$ cat src/rtl/grant_ack_gen.sv
// grant_ack_gen: captures d_sink of Grant/GrantData on D and returns it in order as a GrantAck on E
`ifndef WSINK
`define WSINK 4
`endif
module grant_ack_gen #(
  parameter int SINK_W = `WSINK,
  parameter int DEPTH  = 4,
  parameter int BEATS  = 4
) (
  input  logic                       clk,
  input  logic                       rst,
  input  logic                       d_valid,
  input  logic [2:0]                 d_opcode,
  input  logic [SINK_W-1:0]          d_sink,
  input  logic                       d_ready_in,
  output logic                       d_ready,
  output logic                       e_valid,
  output logic [SINK_W-1:0]          e_sink,
  input  logic                       e_ready,
  output logic [$clog2(DEPTH):0]     pending_cnt,
  output logic                       dup_err
);
  localparam int AW = $clog2(DEPTH);
  localparam int BW = BEATS > 1 ? $clog2(BEATS) : 1;
  logic [SINK_W-1:0] r_mem [DEPTH];
  logic [AW-1:0]     r_wr, r_rd;
  logic [AW:0]       r_cnt;
  logic [BW-1:0]     r_beat;
  logic              r_dup;
  logic              w_last, w_full, w_empty, w_enq_beat, w_fire, w_enq, w_deq, w_dup;
  assign w_last     = (BEATS == 1) || (r_beat == BW'(BEATS - 1));
  assign w_full     = r_cnt == (AW+1)'(DEPTH);
  assign w_empty    = r_cnt == '0;
  assign w_enq_beat = d_valid & ((d_opcode == 3'd4) | ((d_opcode == 3'd5) & w_last));
  // Full stalls only enqueuing beats; e_ready deliberately plays no part here
  assign d_ready    = d_ready_in & ~(w_enq_beat & w_full);
  assign w_fire     = d_valid & d_ready;
  assign w_enq      = w_fire & w_enq_beat;
  assign e_valid    = ~w_empty;
  assign e_sink     = r_mem[r_rd];
  assign w_deq      = e_valid & e_ready;
  assign pending_cnt = r_cnt;
  assign dup_err    = r_dup;
  // An entry is live if its distance from rd_ptr is below count, minus the one leaving now
  always_comb begin
    w_dup = 1'b0;
    for (int i = 0; i < DEPTH; i++)
      if (({1'b0, AW'(AW'(i) - r_rd)} < r_cnt) && !(w_deq && (AW'(i) == r_rd)) && (r_mem[i] == d_sink))
        w_dup = 1'b1;
  end
  always_ff @(posedge clk) begin
    if (rst) begin
      r_wr   <= '0;
      r_rd   <= '0;
      r_cnt  <= '0;
      r_beat <= '0;
      r_dup  <= 1'b0;
      for (int i = 0; i < DEPTH; i++) r_mem[i] <= '0;
    end else begin
      if (w_fire && d_opcode == 3'd5) r_beat <= w_last ? '0 : r_beat + BW'(1);
      if (w_enq) begin
        r_mem[r_wr] <= d_sink;
        r_wr        <= r_wr + AW'(1);
      end
      if (w_deq) r_rd <= r_rd + AW'(1);
      r_cnt <= r_cnt + (AW+1)'(w_enq) - (AW+1)'(w_deq);
      r_dup <= w_enq & w_dup;
    end
  end
endmodule
$ cat config.mk
export PLATFORM = sky130hd
export DESIGN_NAME = grant_ack_gen
export DESIGN_NICKNAME = d
export VERILOG_FILES = /design/src/rtl/grant_ack_gen.sv
export SDC_FILE = /design/constraint.sdc
export NUM_CORES = 1
export LEC_CHECK = 0
export BUFFER_PORTS_ARGS = -buffer_cell sky130_fd_sc_hd__buf_4
export CORE_UTILIZATION = 30
export CTS_BUF_LIST = sky130_fd_sc_hd__clkbuf_8
export DETAILED_ROUTE_END_ITERATION = 12
export GPL_ROUTABILITY_DRIVEN = 0
export GPL_TIMING_DRIVEN = 0
export HOLD_SLACK_MARGIN = 0.05
export PLACE_DENSITY = 0.51
export SETUP_SLACK_MARGIN = 0.5
export SLEW_MARGIN = 30
export SYNTH_ARGS = -nofsm -noshare
export SYNTH_HDL_FRONTEND = slang
export SYNTH_SLANG_ARGS = --single-unit
$ cat constraint.sdc
create_clock -name clk -period 3.78 [get_ports clk]
set_clock_uncertainty 0.15 [all_clocks]
set_input_delay 0.378 -clock clk [delete_from_list [all_inputs] [get_ports clk]]
set_output_delay 0.378 -clock clk [all_outputs]
set_load 0.02 [all_outputs]
==> results of run 1 <==
Yosys cell counts (2+ instances only):
library cell                 n  share of area, %
sky130_fd_sc_hd__nor2_1     26               6.0
sky130_fd_sc_hd__edfxtp_1   16                30
sky130_fd_sc_hd__dfxtp_1    12                15
sky130_fd_sc_hd__xor2_1     12               6.5
sky130_fd_sc_hd__ha_1       11               8.5
sky130_fd_sc_hd__inv_1      11               2.5
sky130_fd_sc_hd__clkbuf_1    8               1.8
sky130_fd_sc_hd__nand2b_1    8               3.1
sky130_fd_sc_hd__xnor2_1     8               4.3
sky130_fd_sc_hd__a21oi_1     7               2.2
sky130_fd_sc_hd__mux4_2      4               5.5
sky130_fd_sc_hd__nand2_1     3              0.69
sky130_fd_sc_hd__a2111oi_0   2               1.1
sky130_fd_sc_hd__a221oi_1    2               1.1
sky130_fd_sc_hd__a31oi_1     2              0.77
sky130_fd_sc_hd__mux2i_1     2               1.2
sky130_fd_sc_hd__nand3_1     2              0.62
sky130_fd_sc_hd__nand4_1     2              0.77
sky130_fd_sc_hd__nor2b_1     2              0.77
sky130_fd_sc_hd__or3_1       2              0.77
critical path, delay by kind of cell (launching register included):
kind | cells | cell delay [ns]
DFF | 1 | 0.37
adders and majority gates | 4 | 1.04
and+or+nand+nor | 1 | 0.05
buffers and inverters | 3 | 0.27
AOI/OAI and AO/OA | 1 | 0.45
xor gates and xnor gates | 2 | 0.33
logic make-up (layout without fill, tap and decap cells):
logic type	count (synthesis)	in the layout
adders and majority gates	12	12
buffers and inverters	20	40
AOI/OAI and AO/OA	19	19
and+or+nand+nor	50	50
DFF	28	28
xor gates and xnor gates	20	20
muxes	6	6
state kept, by name (all words and copies together) (netlist names), named ones only:
name and cells:
pending_cnt 3, r_wr 2, r_beat 2, dup_err 1
r_rd 2, r_mem 16
power by group:
group	internal (W)	total, W	switching, W
combinational	0.000182	0.000379	0.000197
clock	0.000142	0.000236	0.0000942
sequential	0.000357	0.000412	0.0000556
total	0.000680	0.00103	0.000347
area by class of cell:
class	instances	area (µm²)	area share, %
tap	70	87.6	4.60
sequential	28	721	37.8
buffer	9	41.3	2.17
timing repair buffer	16	120	6.31
inverter	11	41.3	2.17
clock buffer	3	41.3	2.17
clock inverter	1	30.0	1.58
multi-input combinational	107	822	43.2
per-stage QoR:
stage                     cell area [µm²]  instances  worst slack [ns]  hold WS, ns  util, %
after floorplan                      1630        155              1.18        0.315        -
after global placement               1830        241              1.01        0.329     35.4
after detailed placement             1830        241             0.945        0.356     35.4
after CTS                            1900        245              1.01        0.359     36.8
after global routing                 1900        245             0.893        0.360     36.8
final                                1900        245              1.02        0.337     36.8
per-layer routing:
| layer | up-vias | share of wire (%) |
|---|---|---|
| li1 | 570 | - |
| met1 | 548 | 42 |
| met2 | 13 | 54 |
| met3 | 6 | 2.2 |
| met4 | 0 | 2.0 |
| met5 | - | 0 |
worst max-delay path by stage:
stage / from / end / slack, ns / cells after the start
after floorplan: pending_cnt[1]$_SDFF_PP0_ / pending_cnt[2]$_SDFF_PP0_ / 1.18 / 10
after global placement: d_opcode[1] / pending_cnt[2]$_SDFF_PP0_ / 1.01 / 11
after detailed placement: d_opcode[1] / pending_cnt[2]$_SDFF_PP0_ / 0.94 / 11
after CTS: r_beat[0]$_SDFFE_PP0P_ / pending_cnt[2]$_SDFF_PP0_ / 1.01 / 11
after global routing: r_beat[0]$_SDFFE_PP0P_ / pending_cnt[2]$_SDFF_PP0_ / 0.89 / 11
final: r_beat[0]$_SDFFE_PP0P_ / pending_cnt[2]$_SDFF_PP0_ / 1.02 / 11
==> impl_metrics.json, run 1 <==
{
  "run_status": "completed",
  "tritoncts": "yes",
  "most_common_library_cell_in_the_layout_ignoring_fill_and_taps": "sky130_fd_sc_hd__nor2_1",
  "path_class": "reg -> reg",
  "worstPathCellList": "ha_1 > inv_1 > a2111o_1 > buf_6 > ha_1 > inv_1 > ha_1 > fa_1 > xnor2_1 > xnor2_1 > nor2_1",
  "antenna_cells_inserted": 0,
  "fp.dieArea_mm2": 0.00572,
  "final_hold_violating_endpoints": 0,
  "cts-resized-gates": 0,
  "vias": 1137,
  "final_max_slew_viol_count": 0,
  "postSynthRegisterBits": 28,
  "worst-endpoint-arrival_ns": 2.77,
  "hold_buffers": 0,
  "clkLatencyLatePin_ns": 0.27,
  "post_route_cells_drive_above_1_share_pct": 15.4,
  "setup_total_negative_slack_ns": 0,
  "cts_post_setup_buffers_inserted": 0,
  "first_pass_grt_wire_length_um": 5510,
  "final_antenna_net_count": 0,
  "synth_simple_gate_area_share_pct": 15.2,
  "cts_buffers": 3,
  "synthesis.yosys.warnings": 0,
  "global_route_met2_usage_pct": 23.9,
  "synth_compound_area_share_pct": 8.08,
  "detailed_route_wire_length_per_cell_um": 13.6,
  "max_freq_ghz": 0.363,
  "cts_max_level": 1,
  "starting_density_of_the_core_pct": 31.4,
  "die_h_um": 75.6,
  "yosys.area_share.xor_xnor_pct": 10.8,
  "timing.hold.worst_endpoint": "pending_cnt[1]$_SDFF_PP0_",
  "drt_first_iter_violations": 80,
  "grt_max_degree": 17,
  "timing.critical_path.to_type": "register",
  "cap_viol_max_count": 0,
  "slew_worst_pin_ns": 0.431,
  "synth_mux_area_share_pct": 6.77,
  "finalCritPeriodShare_pct": 72.9,
  "final-setup-viol-count": 0,
  "cts_buffer_depth": 2,
  "post_synth.cell_area_avg_um2": 10.5,
  "synth_edf_count": 16,
  "clk_pin_slew_worst_paths_ns": 0.10,
  "timing.rr.end": "pending_cnt[2]$_SDFF_PP0_",
  "placeableCoreArea_mm2": 0.00517,
  "beginning_of_the_worst_hold_path": "rst",
  "vias_per_cell": 4.64,
  "slew_headroom_pct": 70.5,
  "rr_worst_depth": 11,
  "first_global_vias": 1175,
  "timing.hold.worst_path_depth": 2,
  "drc_errors": 0,
  "die_width_um": 75.6,
  "max_stage_delay_ns": 0.45,
  "totalWireLength_um": 3320,
  "grt_most_used_layer": "met2",
  "crit_path_frequent_cell": "sky130_fd_sc_hd__ha_1",
  "worst_r2r_startpoint": "r_beat[0]$_SDFFE_PP0P_",
  "area_delta_synth_final_pct": 17.2,
  "cp_max_fo": 10,
  "clock_sinks": 28,
  "worst_ep_required_ns": 3.79,
  "fillers": 517,
  "num-nets-final": 200,
  "most-common-layout-cells": "sky130_fd_sc_hd__nor2_1 (26), sky130_fd_sc_hd__buf_4 (16), sky130_fd_sc_hd__edfxtp_1 (16), sky130_fd_sc_hd__xor2_1 (12), sky130_fd_sc_hd__dfxtp_1 (12)",
  "yosys.area_share.adder_pct": 9.70,
  "synth_top_family_by_area": "simple AND/OR/NAND/NOR gates",
  "power.leakage_nw": 0.725,
  "groute.layer.met1.usage_pct": 14.9,
  "floorplan.io_pins": 22,
  "power.density_cell_area_mw_per_mm2": 539,
  "overall_overflow_remaining_after_global_route": 0,
  "grt_setup_unrepaired": "no",
  "postSynth.asyncResetShare_pct": 0,
  "antenna_found_initial": 0,
  "dp.final_hpwl_um": 2700,
  "firstDrtPassIters": 4,
  "ff2ff_setup_slack_ns": 1.02,
  "period_needed_ns": 2.76,
  "groute.usage.overall_pct": 13.0,
  "hold_path.class": "in -> reg",
  "syn-num-nets": 179,
  "met3_usage_pct": 2.65,
  "critPathSlowestCell": "sky130_fd_sc_hd__a2111o_1",
  "max-vdd-ir-drop_mv": 0.171,
  "io_buffer_count": 16,
  "start_kind": "register",
  "synthesis.area_mm2": 0.00163,
  "row_count": 26,
  "yosysUniqueCellTypes": 33,
  "postSynth.topFlopCell": "sky130_fd_sc_hd__edfxtp_1",
  "totalPowerFinal_w": 0.00103,
  "ctsRootBufferMaster": "sky130_fd_sc_hd__clkbuf_8",
  "ys_seq_area_share_pct": 44.3,
  "post_synth_inst_count": 155
}
Note: power is estimated with default switching activity, not from simulation.
==> inputs of run 2 (changes only) <==
Settings changed: PLACE_DENSITY 0.51 to 0.53.
Clock period 3.78 ns to 2.3 ns, I/O delays scaled along.
==> run 2 against run 1 <==
Compared with the run above: flip-flop and latch count did not move; via count rose by 12%; largest cell class unchanged; cell count rose by 8.6%; the flow now finishes with violations (negative setup slack); cell area rose by 22%; critical path depth did not move; count of clock-buffer cells in the layout did not move; register-to-register slack got worse by 1.2 ns.
==> impl_metrics.json, run 2 (same netlist as run 1, synthesis figures left out) <==
{
  "most_common_library_cell_in_the_layout_ignoring_fill_and_taps": "sky130_fd_sc_hd__buf_4",
  "start_kind": "register",
  "worst_ep_required_ns": 2.31,
  "cp_max_fo": 2,
  "timing.critical_path.to_type": "register",
  "slew_worst_pin_ns": 0.525,
  "antenna_cells_inserted": 0,
  "totalWireLength_um": 3840,
  "max_freq_ghz": 0.403,
  "cap_viol_max_count": 0,
  "power.leakage_nw": 0.882,
  "critical_path.top_delay_family": "adder cells",
  "run_status": "complete, but fails checks",
  "rr_worst_depth": 11,
  "tritoncts": "yes",
  "num-nets-final": 221,
  "clkLatencyLatePin_ns": 0.28,
  "worst_r2r_startpoint": "r_beat[0]$_SDFFE_PP0P_",
  "slew_headroom_pct": 65.0,
  "first_pass_grt_wire_length_um": 5980,
  "area_delta_synth_final_pct": 42.8,
  "vias_per_cell": 4.79,
  "cts_buffers": 3,
  "worst-path-buf-inv": 3,
  "most-common-layout-cells": "sky130_fd_sc_hd__buf_4 (26), sky130_fd_sc_hd__edfxtp_1 (16), sky130_fd_sc_hd__nor2_1 (13), sky130_fd_sc_hd__xor2_1 (12), sky130_fd_sc_hd__buf_6 (10)",
  "worst-endpoint-arrival_ns": 2.49,
  "final_hold_violating_endpoints": 0,
  "hold_buffers": 0,
  "regMostFlops": "r_mem",
  "timing.rr.end": "pending_cnt[2]$_SDFF_PP0_",
  "final-setup-viol-count": 10,
  "failed_checks": "negative setup slack",
  "overall_overflow_remaining_after_global_route": 0,
  "grt_max_degree": 16,
  "vias": 1274,
  "die_width_um": 75.6,
  "number_of_placed_cells_counting_well_taps": 241,
  "largest_register_ffs": 16,
  "final-instance-count-excl-fill": 266,
  "hold_path.class": "in -> reg",
  "power.density_cell_area_mw_per_mm2": 754,
  "detailed_route_wire_length_per_cell_um": 14.4,
  "crit_path_frequent_cell": "sky130_fd_sc_hd__ha_4",
  "period_needed_ns": 2.48,
  "drt_first_iter_violations": 71,
  "timing.hold.worst_endpoint": "pending_cnt[1]$_SDFF_PP0_",
  "setup_total_negative_slack_ns": -0.535,
  "timing.final.ws_setup_ns": -0.180,
  "beginning_of_the_worst_hold_path": "rst",
  "path_class": "reg -> reg",
  "groute.usage.overall_pct": 14.1,
  "grt_setup_unrepaired": "yes",
  "firstDrtPassIters": 4,
  "clk_pin_slew_worst_paths_ns": 0.10,
  "starting_density_of_the_core_pct": 31.4,
  "max-vdd-ir-drop_mv": 0.317,
  "final_antenna_net_count": 0,
  "ctsRootBufferMaster": "sky130_fd_sc_hd__clkbuf_8",
  "cts_buffer_depth": 2,
  "critPathSlowestCell": "sky130_fd_sc_hd__a2111o_1",
  "ff2ff_setup_slack_ns": -0.18,
  "clock_sinks": 28,
  "worstPathCellList": "ha_4 > inv_2 > a2111o_1 > buf_6 > ha_4 > inv_2 > ha_4 > fa_2 > xnor2_2 > xnor2_1 > nor2_1",
  "first_global_vias": 1249,
  "dp.final_hpwl_um": 2710,
  "fp.dieArea_mm2": 0.00572,
  "io_buffer_count": 16,
  "antenna_found_initial": 0,
  "post_route_cells_drive_above_1_share_pct": 45.9,
  "worst_case_hold_slack_ns": 0.238,
  "die_h_um": 75.6,
  "cts_max_level": 1,
  "row_count": 26,
  "timing.hold.worst_path_depth": 2,
  "drc_errors": 0,
  "max_stage_delay_ns": 0.40,
  "floorplan.io_pins": 22,
  "finalCritPeriodShare_pct": 108,
  "placeableCoreArea_mm2": 0.00517,
  "final_max_slew_viol_count": 0
}
==> run 2: cell types whose count changed in the layout (fill, tap and decap cells not counted), sizes merged <==
cell    delta
bufinv     -1
clkbuf     -1
clkinv     +1
buf       +22
==> run 2: what timing repair did <==
action	4_1_cts	5_1_grt
pin swaps	10	6
gates cloned	0	0
endpoints found under the hold margin	0	0
setup buffers	9	12
setup endpoints to repair	37	40
resized for setup	13	34
==> run 2: where the power goes <==
group,switching [W],internal (W),total (W)
clock,0.000153,0.000120,0.000273
sequential,0.0000919,0.000608,0.000700
combinational,0.000386,0.000392,0.000777
==> run 2: worst register-to-register path: stages, from the launching register on <==
cell and delay, ns:
sky130_fd_sc_hd__dfxtp_2 0.36, sky130_fd_sc_hd__ha_4 0.14, sky130_fd_sc_hd__inv_2 0.04, sky130_fd_sc_hd__a2111o_1 0.40
sky130_fd_sc_hd__buf_6 0.14, sky130_fd_sc_hd__ha_4 0.25, sky130_fd_sc_hd__inv_2 0.04, sky130_fd_sc_hd__ha_4 0.15
sky130_fd_sc_hd__fa_2 0.36, sky130_fd_sc_hd__xnor2_2 0.14, sky130_fd_sc_hd__xnor2_1 0.15, sky130_fd_sc_hd__nor2_1 0.05
==> run 2: final cells by class <==
class                           count  area, µm²
Fill cell                         471       2850
Multi-Input combinational cell    107       1020
Sequential cell                    28        741
Timing Repair Buffer               37        337
Tap cell                           70       87.6
Buffer                              9       52.6
Clock buffer                        3       41.3
Inverter                           11       41.3
Clock inverter                      1       3.75
==> run 2: worst max-delay path by stage <==
stage                                    startpoint                        end  slack, ns  depth (start not counted)
after floorplan           pending_cnt[2]$_SDFF_PP0_  pending_cnt[2]$_SDFF_PP0_      -0.14                         10
after global placement                  d_opcode[1]  pending_cnt[2]$_SDFF_PP0_      -0.25                         11
after detailed placement                d_opcode[1]  pending_cnt[2]$_SDFF_PP0_      -0.30                         11
after CTS                    r_beat[0]$_SDFFE_PP0P_  pending_cnt[2]$_SDFF_PP0_      -0.21                         11
after global routing         r_beat[0]$_SDFFE_PP0P_  pending_cnt[2]$_SDFF_PP0_      -0.29                         11
final                        r_beat[0]$_SDFFE_PP0P_  pending_cnt[2]$_SDFF_PP0_      -0.18                         11
==> run 2: routing by layer <==
layer / share of wire (%) / global-route usage (%) / vias up
met5: 0 / 0 / -
met4: 0.83 / 4.12 / 0
met3: 1.3 / 2.51 / 4
met2: 55 / 26.3 / 13
met1: 43 / 16.4 / 645
li1: - / - / 612
==> run 2: per-stage QoR <==
step	setup slack, ns	total power (W)	area [µm²]	util, %
2_1_floorplan	-0.142	0.00121	1730	-
3_3_place_gp	-0.254	0.00140	1930	37.4
3_5_place_dp	-0.300	0.00142	1930	37.4
4_1_cts	-0.208	0.00172	2100	40.6
5_1_grt	-0.288	0.00188	2320	44.9
6_report	-0.180	0.00175	2320	44.9
